$ cat config.mk
export PLATFORM = sky130hd
export DESIGN_NAME = fp_sig_addnorm
export DESIGN_NICKNAME = d
export VERILOG_FILES = /design/src/rtl/fp_sig_addnorm_pkg.sv /design/src/rtl/fp_sig_addnorm_lzc.sv /design/src/rtl/fp_sig_addnorm.sv
export SDC_FILE = /design/constraint.sdc
export NUM_CORES = 1
export LEC_CHECK = 0
export ABC_AREA = 1
export ABC_CLOCK_PERIOD_IN_PS = 5340
export BUFFER_PORTS_ARGS = -buffer_cell sky130_fd_sc_hd__buf_4
export CORE_ASPECT_RATIO = 1.2
export CORE_UTILIZATION = 54
export DETAILED_ROUTE_END_ITERATION = 7
export HOLD_SLACK_MARGIN = 0.12
export PLACE_DENSITY = 0.77
export SLEW_MARGIN = 20
export SYNTH_ARGS = -nofsm -noshare
export SYNTH_HDL_FRONTEND = slang
export SYNTH_HIERARCHICAL = 1
export SYNTH_SLANG_ARGS = --single-unit
$ cat constraint.sdc
create_clock -name clk_i -period 5.34 [get_ports clk_i]
set_input_delay 0.267 -clock clk_i [delete_from_list [all_inputs] [get_ports clk_i]]
set_output_delay 0.267 -clock clk_i [all_outputs]
set_load 0.02 [all_outputs]
$ cat src/rtl/fp_sig_addnorm_pkg.sv
// Shared FP32 definitions for the vector unit adder datapath:
// field widths, special patterns and result/flag bundles.
package fp_sig_addnorm_pkg;

    localparam int FP_EXP_W  = 8;
    localparam int FP_FRAC_W = 23;
    localparam int FP_SIG_W  = FP_FRAC_W + 1;
    localparam int FP_BIAS   = 127;
    localparam int EXP_MAX   = 255;

    typedef struct packed {
        logic                 sign;
        logic [FP_EXP_W-1:0]  exp;
        logic [FP_FRAC_W-1:0] frac;
    } fp32_t;

    typedef struct packed {
        logic overflow;
        logic underflow;
        logic inexact;
    } fp_flags_t;

    localparam fp32_t FP32_ZERO = '{sign: 1'b0, exp: 8'h00, frac: 23'h0};
    localparam fp32_t FP32_INF  = '{sign: 1'b0, exp: 8'hFF, frac: 23'h0};

endpackage

$ cat src/rtl/fp_sig_addnorm_lzc.sv
// Combinational 28-bit leading-zero counter with all-zero flag.
module fp_lzc28 (
    input  logic [27:0] value,
    output logic [4:0]  count,
    output logic        zero
);

    always_comb begin
        count = 5'd28;
        for (int i = 0; i < 28; i++) begin
            if (value[i]) begin
                count = 5'(27 - i);
            end
        end
    end

    assign zero = ~|value;

endmodule

$ cat src/rtl/fp_sig_addnorm.sv
// FP32 significand add/subtract, normalise and RNE round.
// Two register stages with valid/ready on both sides.
module fp_sig_addnorm
    import fp_sig_addnorm_pkg::*;
#(
    parameter int EXP_W = 8,
    parameter int SIG_W = 24
) (
    input  logic                   clk_i,
    input  logic                   rst_i,
    input  logic                   valid_i,
    output logic                   ready_o,
    input  logic                   sign_l_i,
    input  logic                   sign_s_i,
    input  logic [EXP_W-1:0]       exp_i,
    input  logic [SIG_W-1:0]       sig_l_i,
    input  logic [SIG_W-1:0]       sig_s_i,
    input  logic [2:0]             guard_i,
    output logic                   valid_o,
    input  logic                   ready_i,
    output logic [EXP_W+SIG_W-1:0] result_o,
    output logic                   overflow_o,
    output logic                   underflow_o,
    output logic                   inexact_o
);

    localparam int SUM_W = SIG_W + 4;
    localparam int XE_W  = EXP_W + 2;

    logic             s1_valid;
    logic [SUM_W-1:0] s1_sum;
    logic             s1_sign;
    logic [EXP_W-1:0] s1_exp;

    logic advance;
    logic accept;

    assign advance = !valid_o || ready_i;
    assign ready_o = !s1_valid || advance;
    assign accept  = valid_i && ready_o;

    logic             eff_sub;
    logic [SUM_W-1:0] ext_l;
    logic [SUM_W-1:0] ext_s;
    logic [SUM_W-1:0] sum_d;

    assign eff_sub = sign_l_i ^ sign_s_i;
    assign ext_l   = {1'b0, sig_l_i, 3'b000};
    assign ext_s   = {1'b0, sig_s_i, guard_i};
    assign sum_d   = eff_sub ? ext_l - ext_s : ext_l + ext_s;

    always_ff @(posedge clk_i or posedge rst_i) begin
        if (rst_i) begin
            s1_valid <= 1'b0;
            s1_sum   <= '0;
            s1_sign  <= 1'b0;
            s1_exp   <= '0;
        end else begin
            if (ready_o) begin
                s1_valid <= valid_i;
            end
            if (accept) begin
                s1_sum  <= sum_d;
                s1_sign <= sign_l_i;
                s1_exp  <= exp_i;
            end
        end
    end

    logic [4:0]       lzc_cnt;
    logic             lzc_zero;
    logic [4:0]       lz;
    logic [SUM_W-2:0] norm;
    logic [XE_W-1:0]  exp_n;
    logic [XE_W-1:0]  exp_r;
    logic [SIG_W:0]   rnd;
    logic [SIG_W-2:0] frac;
    logic             g_bit;
    logic             r_bit;
    logic             s_bit;
    logic             round_up;
    logic             lost;
    logic             exp_low;
    logic             exp_high;
    fp32_t            res_d;
    fp_flags_t        flg_d;

    fp_lzc28 u_lzc (
        .value (s1_sum),
        .count (lzc_cnt),
        .zero  (lzc_zero)
    );

    always_comb begin
        lz    = lzc_cnt - 5'd1;
        norm  = '0;
        exp_n = '0;
        // Carry out: the dropped LSB folds into sticky.
        if (s1_sum[SUM_W-1]) begin
            norm    = s1_sum[SUM_W-1:1];
            norm[0] = s1_sum[1] | s1_sum[0];
            exp_n   = {2'b00, s1_exp} + XE_W'(1);
        end else begin
            norm  = s1_sum[SUM_W-2:0] << lz;
            exp_n = {2'b00, s1_exp} - XE_W'(lz);
        end

        g_bit    = norm[2];
        r_bit    = norm[1];
        s_bit    = norm[0];
        round_up = g_bit & (r_bit | s_bit | norm[3]);
        lost     = g_bit | r_bit | s_bit;

        rnd   = {1'b0, norm[SUM_W-2:3]} + (SIG_W+1)'(round_up);
        frac  = rnd[SIG_W] ? rnd[SIG_W-1:1] : rnd[SIG_W-2:0];
        exp_r = rnd[SIG_W] ? exp_n + XE_W'(1) : exp_n;

        // Exponents are carried two bits wider; the MSB marks negative.
        exp_low  = exp_n[XE_W-1] || (exp_n == '0);
        exp_high = !exp_r[XE_W-1] && (exp_r >= XE_W'(EXP_MAX));

        res_d = '{sign: s1_sign, exp: exp_r[EXP_W-1:0], frac: frac};
        flg_d = '{overflow: 1'b0, underflow: 1'b0, inexact: lost};

        if (lzc_zero) begin
            res_d = FP32_ZERO;
            flg_d = '0;
        end else if (exp_low) begin
            res_d      = FP32_ZERO;
            res_d.sign = s1_sign;
            flg_d      = '{overflow: 1'b0, underflow: 1'b1, inexact: 1'b1};
        end else if (exp_high) begin
            res_d      = FP32_INF;
            res_d.sign = s1_sign;
            flg_d      = '{overflow: 1'b1, underflow: 1'b0, inexact: 1'b1};
        end
    end

    always_ff @(posedge clk_i or posedge rst_i) begin
        if (rst_i) begin
            valid_o     <= 1'b0;
            result_o    <= '0;
            overflow_o  <= 1'b0;
            underflow_o <= 1'b0;
            inexact_o   <= 1'b0;
        end else if (advance) begin
            valid_o <= s1_valid;
            if (s1_valid) begin
                result_o    <= res_d;
                overflow_o  <= flg_d.overflow;
                underflow_o <= flg_d.underflow;
                inexact_o   <= flg_d.inexact;
            end
        end
    end

endmodule
== Word level (Yosys, flattened, before mapping) ==
Cells that the tools add are included.
Cells by class
  multiplexer cells: 39
  $add $sub $neg: 7
  shift operators: 1
  reduce and logical (&&, ||, !) cells: 11
  order comparisons: 1
  bitwise logic cells: 7
Operator list (number)
  $mux 5: 16
  $mux 31: 2
  $mux 32: 1
  $mux 4: 8
  $add 27x27->28: 1
  $mux 28: 1
  $reduce_or 28->1: 1
  $sub 27x27->28: 1
  $mux 27: 1
  $shl 27x5->27: 1
  $add 24x1->25: 1
  $mux 23: 1
  $mux 3: 7
  $mux 10: 2
  $add 10x1->10 const B: 1
  $ge 10x8->1 const B: 1
  $logic_not 10->1: 1
  $add 8x1->9 const B: 1
  $sub 8x5->9: 1
  $or 1x1->1: 5
  $sub 5x1->5 const B: 1
  $logic_not 1->1: 3
  $logic_or 1x1->1: 3
  $logic_and 1x1->1: 2
  other kinds (3): 3
Storage, ports and cells
  bits of input ports: 65
  bits in registers: 74

== Longest topological paths before layout ==
  word-level depth: 41
  depth in mapped cells: 60

== Cells and area by module ==
Netlist, hierarchy kept.
By module, submodules not included
  fp_sig_addnorm: area each 8703.3 sq um, cells each 1399, times used 1
  fp_lzc28: area each 401.6 sq um, cells each 91, times used 1

== Worst setup path before layout ==
Ideal clock, no wire load.
  path type: register to register
  from: register s1_sum[1]
  to: register result_o[0]
  stages on the path, launching flop included: 57
  path slack: 0.272 ns
  buffers on the path: 5
  setup time: 0.118 ns
  arrival: 4.950 ns
  data required time: 5.222 ns
  path through: dfrtp_1 > inv_1 > nand2_1 > nand2_1 > nand2_1 > nand2_1 > nand2_1 > nand2_1 > nand2_1 > nand2_1 > nand2_1 > nand2_1 > nand2_1 > nand2_1 > nand2_1 > nand2_1 > nand2_1 > nand2_1 > [... 21 more ...] > a21oi_1 > ha_1 > ha_1 > nand3_1 > nor2_4 > nand3_4 > buf_6 > nand2_2 > nand2_2 > nor2_2 > nand2_1 > nor2_1 > nand2_1 > nand2_2 > nand2_4 > buf_6 > nand3b_1 > nand2_1
Between the ends
  word-level cells in the longest chain between the ends: 40
  elaborated cells on any way between the ends: 49
  classes of those cells: add/sub (4); order compare (1); shift (1); mux (34); bitwise (4); reduce/logical (5)
Ends and longest elaborated chain
  start: declaration: line fp_sig_addnorm.sv:31  | logic [SUM_W-1:0] s1_sum;
  start signal: assignment: line fp_sig_addnorm.sv:63  | s1_sum <= sum_d;
  $mux 3 (*) (3 in a row): line fp_sig_addnorm_lzc.sv:11  | if (value[i]) begin
  $mux 4 (*) (8 in a row): line fp_sig_addnorm_lzc.sv:11
  $mux 5 (*) (16 in a row): line fp_sig_addnorm_lzc.sv:11
  via lzc_cnt[0]: line fp_sig_addnorm.sv:70  | logic [4:0] lzc_cnt;
  $sub 5x1->5 (*): line fp_sig_addnorm.sv:95  | lz = lzc_cnt - 5'd1;
  $shl 27x5->27: line fp_sig_addnorm.sv:104  | norm = s1_sum[SUM_W-2:0] << lz;
  $mux 27: line fp_sig_addnorm.sv:99  | if (s1_sum[SUM_W-1]) begin
  $or 1x1->1 (2 in a row): line fp_sig_addnorm.sv:111  | round_up = g_bit & (r_bit | s_bit | norm[3]);
  $and 1x1->1: line fp_sig_addnorm.sv:111
  $add 24x1->25: line fp_sig_addnorm.sv:114  | rnd = {1'b0, norm[SUM_W-2:3]} + (SIG_W+1)'(round_up);
  $mux 10: line fp_sig_addnorm.sv:116  | exp_r = rnd[SIG_W] ? exp_n + XE_W'(1) : exp_n;
  $ge 10x8->1 or $logic_not 1->1 (tied branches): line fp_sig_addnorm.sv:120  | exp_high = !exp_r[XE_W-1] && (exp_r >= XE_W'(EXP_MAX));
  $logic_and 1x1->1: line fp_sig_addnorm.sv:120
  $mux 31: line fp_sig_addnorm.sv:132  | end else if (exp_high) begin
  $mux 31 (*): line fp_sig_addnorm.sv:128  | end else if (exp_low) begin
  $mux 32 (*): line fp_sig_addnorm.sv:125  | if (lzc_zero) begin
  end signal: assignment: line fp_sig_addnorm.sv:149  | result_o <= res_d;
  end: declaration: line fp_sig_addnorm.sv:21  | output logic [EXP_W+SIG_W-1:0] result_o,
The timed path passes the listed nets; every way through them passes the cells marked *.
A chain may end at the register's enable or synchronous reset.

== Worst setup path after layout ==
  from: register s1_sum[3]
  to: register result_o[8]
Between the ends
  word-level cells in the longest chain between the ends: 38
  elaborated cells on any way between the ends: 46
  classes of those cells: add/sub (4); order compare (1); shift (1); mux (32); bitwise (3); reduce/logical (5)
Ends and longest elaborated chain (line)
  $mux 3 (*): fp_sig_addnorm_lzc.sv:11
  $mux 4 (*) (8 in a row): fp_sig_addnorm_lzc.sv:11
  $mux 5 (*) (16 in a row): fp_sig_addnorm_lzc.sv:11
  via lzc_cnt[0]: fp_sig_addnorm.sv:70
  $sub 5x1->5 (*): fp_sig_addnorm.sv:95
  $shl 27x5->27: fp_sig_addnorm.sv:104
  $mux 27: fp_sig_addnorm.sv:99
  $or 1x1->1 (2 in a row): fp_sig_addnorm.sv:111
  $and 1x1->1: fp_sig_addnorm.sv:111
  $add 24x1->25: fp_sig_addnorm.sv:114
  $mux 10: fp_sig_addnorm.sv:116
  $ge 10x8->1 or $logic_not 1->1 (tied branches): fp_sig_addnorm.sv:120
  $logic_and 1x1->1: fp_sig_addnorm.sv:120
  $mux 31: fp_sig_addnorm.sv:132
  $mux 31 (*): fp_sig_addnorm.sv:128
  $mux 32 (*): fp_sig_addnorm.sv:125
Marked as above.

==> metrics.md <==
| Metric | Value |
|---|---|
| Final setup viols | `0` |
| FF/Latch Area | `~1900 sq um` |
| Hold Crit Class | `in -> reg` |
| Post-synth cell types | `57` |
| CP max-delay cell | `dfrtp_1` |
| Syn Area/Cell | `about 6 sq um` |
| DR pass1 iterations | `7` |
| EDFF count, synth | `0` |
| Mapped cell area | `around 9000 sq um` |
| TNS Setup | `0 ps` |
| Slew at the pin with the worst max-slew slack | `907.2 ps` |
| Worst relative slew slack | `between 30% and 40%` |
| Clock Path Buffers | `2` |
| RSZ-0062 raised after global routing | `true` |
| Worst Hold End | `s1_exp[1]` |
| Die X | `~120 microns` |
| Synth warn | `6` |
| Dpl hpwl | `about 22,000 microns` |
| Largest net degree at the start of global routing | `75` |
| CP arrival | `approximately 5200 ps` |
| CP max FO | `6` |
| Most common cell on crit path | `nand2_1` |
| Setup Skew | `roughly 8 ps` |
| FP Rows | `51` |
| Drt wl/cell | `15.49 microns` |
| Worst r2r src | `s1_sum[3]` |
| Syn_nets | `roughly 1,600` |
| Avg Vias per Cell | `roughly 5.6` |
| Drt total wl | `roughly 28,000 microns` |
| Synth Instances | `around 1,500` |
| Core box area | `about 16,000 sq um` |
| Net total in the final layout | `approximately 1,700` |
| Final-report hold violation count | `0` |
| Total grt overflow | `0` |
| Clock transition at the registers of the reported paths | `approximately 60 ps` |
| Worst reg2reg endpoint | `result_o[8]` |
| Period utilization | `93.16%` |
| Share of cells above drive strength 1 | `18.92%` |
| DR vias | `10,220` |
| I/O pin total | `102` |
| Pleak | `about 5.8 nW` |
| Post-synth top flop | `dfrtp_1` |
| Port buffer count | `roughly 100` |
| Hold path depth | `3` |
| MaxCap Viol Count | `0` |
| Total power | `4.698 mW` |
| Die area | `17,390 sq um` |
| Element type at the critical path start | `flip-flop` |
| Initial DRC Count | `a little over 700` |
| Area delta synth->final | `19.32%` |
| Diodes inserted | `0` |
| Crit path kind | `reg -> reg` |
| Post-synth ARST share | `between 90% and 100%` |
| Fmax | `a little over 200 MHz` |
| Sink Count | `74` |
| Crit-path max cell delay | `roughly 460 ps` |
| Multi-input logic area | `roughly 6500 sq um` |
| Clk_lat worst skew | `approximately 350 ps` |
| Status | `finished clean` |
| Die Y | `144.2 microns` |
| Fin. max-slew vios | `0` |
| R2R Setup Slk | `370 ps` |
| Worst path required time | `between 5000 and 6000 ps` |
| Origin of the worst setup path | `s1_sum[3]` |
| Initial antenna violation count | `0` |
| Starting Density | `between 50% and 60%` |
| Num CTS Buffers | `9` |
| CP Capture Type | `flip-flop` |
| CTS tree | `yes` |
| Number of global-route vias before repair | `around 9,400` |
| Post-Route Utilization | `66.51%` |
| Worst vdd ir | `between 150 and 200 uV` |
| Power Dens Cells | `between 400 and 500 nW/um^2` |
| Design Area, Final | `about 11,000 sq um` |
| Placer Congestion | `about 0.95` |
| R2R depth | `49` |
| First-pass GRT wire length | `~44,000 microns` |
| Root buf cell | `clkbuf_16` |
| Placed Instance Area | `around 10,000 sq um` |
| Register area share after synthesis | `about 20%` |
| Hold path startpoint | `exp_i[1]` |
| Fillers | `1,589` |
| FF+latch count, synth | `74` |
| Global-route usage over all layers | `between 30% and 40%` |
| Drt drc | `0` |
| Antenna viol nets, final | `0` |
| Htree depth | `3` |
| Minimum clock period | `between 4000 and 5000 ps` |
[layer usage]
layer	track usage (%)	wire length, microns
met1	35.39	10810
met2	59.74	14640
met3	3.273	1406
met4	17.41	1322
met5	0	0
[registers in the layout, summed over array words and instances, names as in the netlist]
register,cells
underflow_o,1
result_o,32
s1_valid,1
inexact_o,1
overflow_o,1
s1_sign,1
s1_sum,28
s1_exp,8
valid_o,1
[kinds of logic (layout without fill, tap and decap cells)]
logic type	after synthesis	after routing	synth area share, %
and+or+nand+nor	892	895	43.77
buffers and inverters	232	346	11.28
AOI/OAI and AO/OA	189	189	12.02
DFF	74	74	20.34
adders and majority gates	60	60	8.410
xor gates and xnor gates	40	40	3.848
muxes	3	3	0.3298
[worst max-delay path, delay by kind of cell, from the launching register on]
family	cells	cell delay, ps
compound gates	3	390
fa+ha+maj	3	650
flops	1	460
buf+inv	3	340
simple gates	40	3030
[stage by stage]
stage | setup WS [ps] | hold slack [ps] | cells
floorplan | 271.6 | 376.6 | 1490
global placement | 409.5 | 465.0 | 1785
detailed placement | 291.7 | 470.4 | 1785
CTS | 242.4 | 122.0 | 1802
global route | -114.9 | 125.8 | 1819
finish | 365.2 | 122.4 | 1819
[area by class of cell]
type,count,share of cell area (%)
flip-flops and latches,74,17.08
inverters,173,6.346
clock inverters,7,0.4837
well taps,212,2.442
repair buffers,157,11.44
multi-input cells,1187,60.14
clock buffers,9,2.073
[power by group]
group | switching [mW] | internal [mW] | total, mW
Clock | 0.253 | 0.317 | 0.570
Sequential | 0.190 | 0.746 | 0.936
Combinational | 2.01 | 1.19 | 3.19
[timing repair]
item / in CTS / in global routing
hold buffers: 1 / 0
buffers inserted: 0 / 13
hold endpoints to repair: 1 / 0
gates resized for setup: 0 / 81
endpoints found under the setup margin: 0 / 33
[worst max path at each step]
stage	endpoint	cells past startpoint	slack, ps
final	result_o[8]	49	370
after global routing	inexact_o	53	-110
after CTS	inexact_o	49	240
after detailed placement	inexact_o	49	290
after global placement	inexact_o	48	410
after floorplan	result_o[0]	56	270
[cell usage in the layout (no fill, tap or decap), types with 5 or more instances in the layout]
| master | count |
|---|---|
| nand2_1 | 453 |
| nand2_4 | 8 |
| nand3b_1 | 8 |
| nand4_1 | 19 |
| nand3_2 | 13 |
| a21oi_2 | 10 |
| o21a_1 | 5 |
| nor2_2 | 8 |
| a31oi_1 | 10 |
| nand3_1 | 200 |
| a211oi_1 | 5 |
| xnor2_1 | 9 |
| nand2_2 | 34 |
| nor2_1 | 98 |
| nor4_1 | 9 |
| a21oi_1 | 62 |
| o21ai_0 | 65 |
| xor2_1 | 30 |
| nor2_4 | 9 |
| inv_1 | 154 |
| inv_2 | 14 |
| buf_4 | 150 |
| dfrtp_1 | 71 |
| ha_1 | 54 |
| nor3_1 | 16 |
| clkbuf_16 | 10 |
[cells in the mapped netlist, drive strengths merged (2+ instances only)]
cell type / number / area, sq um
o221ai: 2 / 17.52
xnor2: 10 / 87.58
o21a: 5 / 37.54
a21oi: 72 / 386.6
o21ai: 73 / 369.1
nand2: 495 / 1941
nor3: 20 / 115.1
dfrtp: 74 / 1852
nor4: 9 / 56.30
xor2: 30 / 262.8
a22oi: 5 / 42.54
nor2: 117 / 534.3
bufinv: 2 / 35.03
o211ai: 4 / 30.03
inv: 170 / 640.6
and2: 2 / 12.51
a211oi: 5 / 37.54
buf: 30 / 239.0
or2: 5 / 31.28
fa: 2 / 40.04
nand3b: 8 / 60.06
mux2i: 3 / 30.03
nand3: 216 / 1109
o2111ai: 2 / 17.52
ha: 58 / 725.7
nand4: 19 / 118.9
a31oi: 10 / 62.56
clkbuf: 29 / 108.9
a21o: 2 / 15.01
No activity file was read; power rests on OpenSTA's default activity.
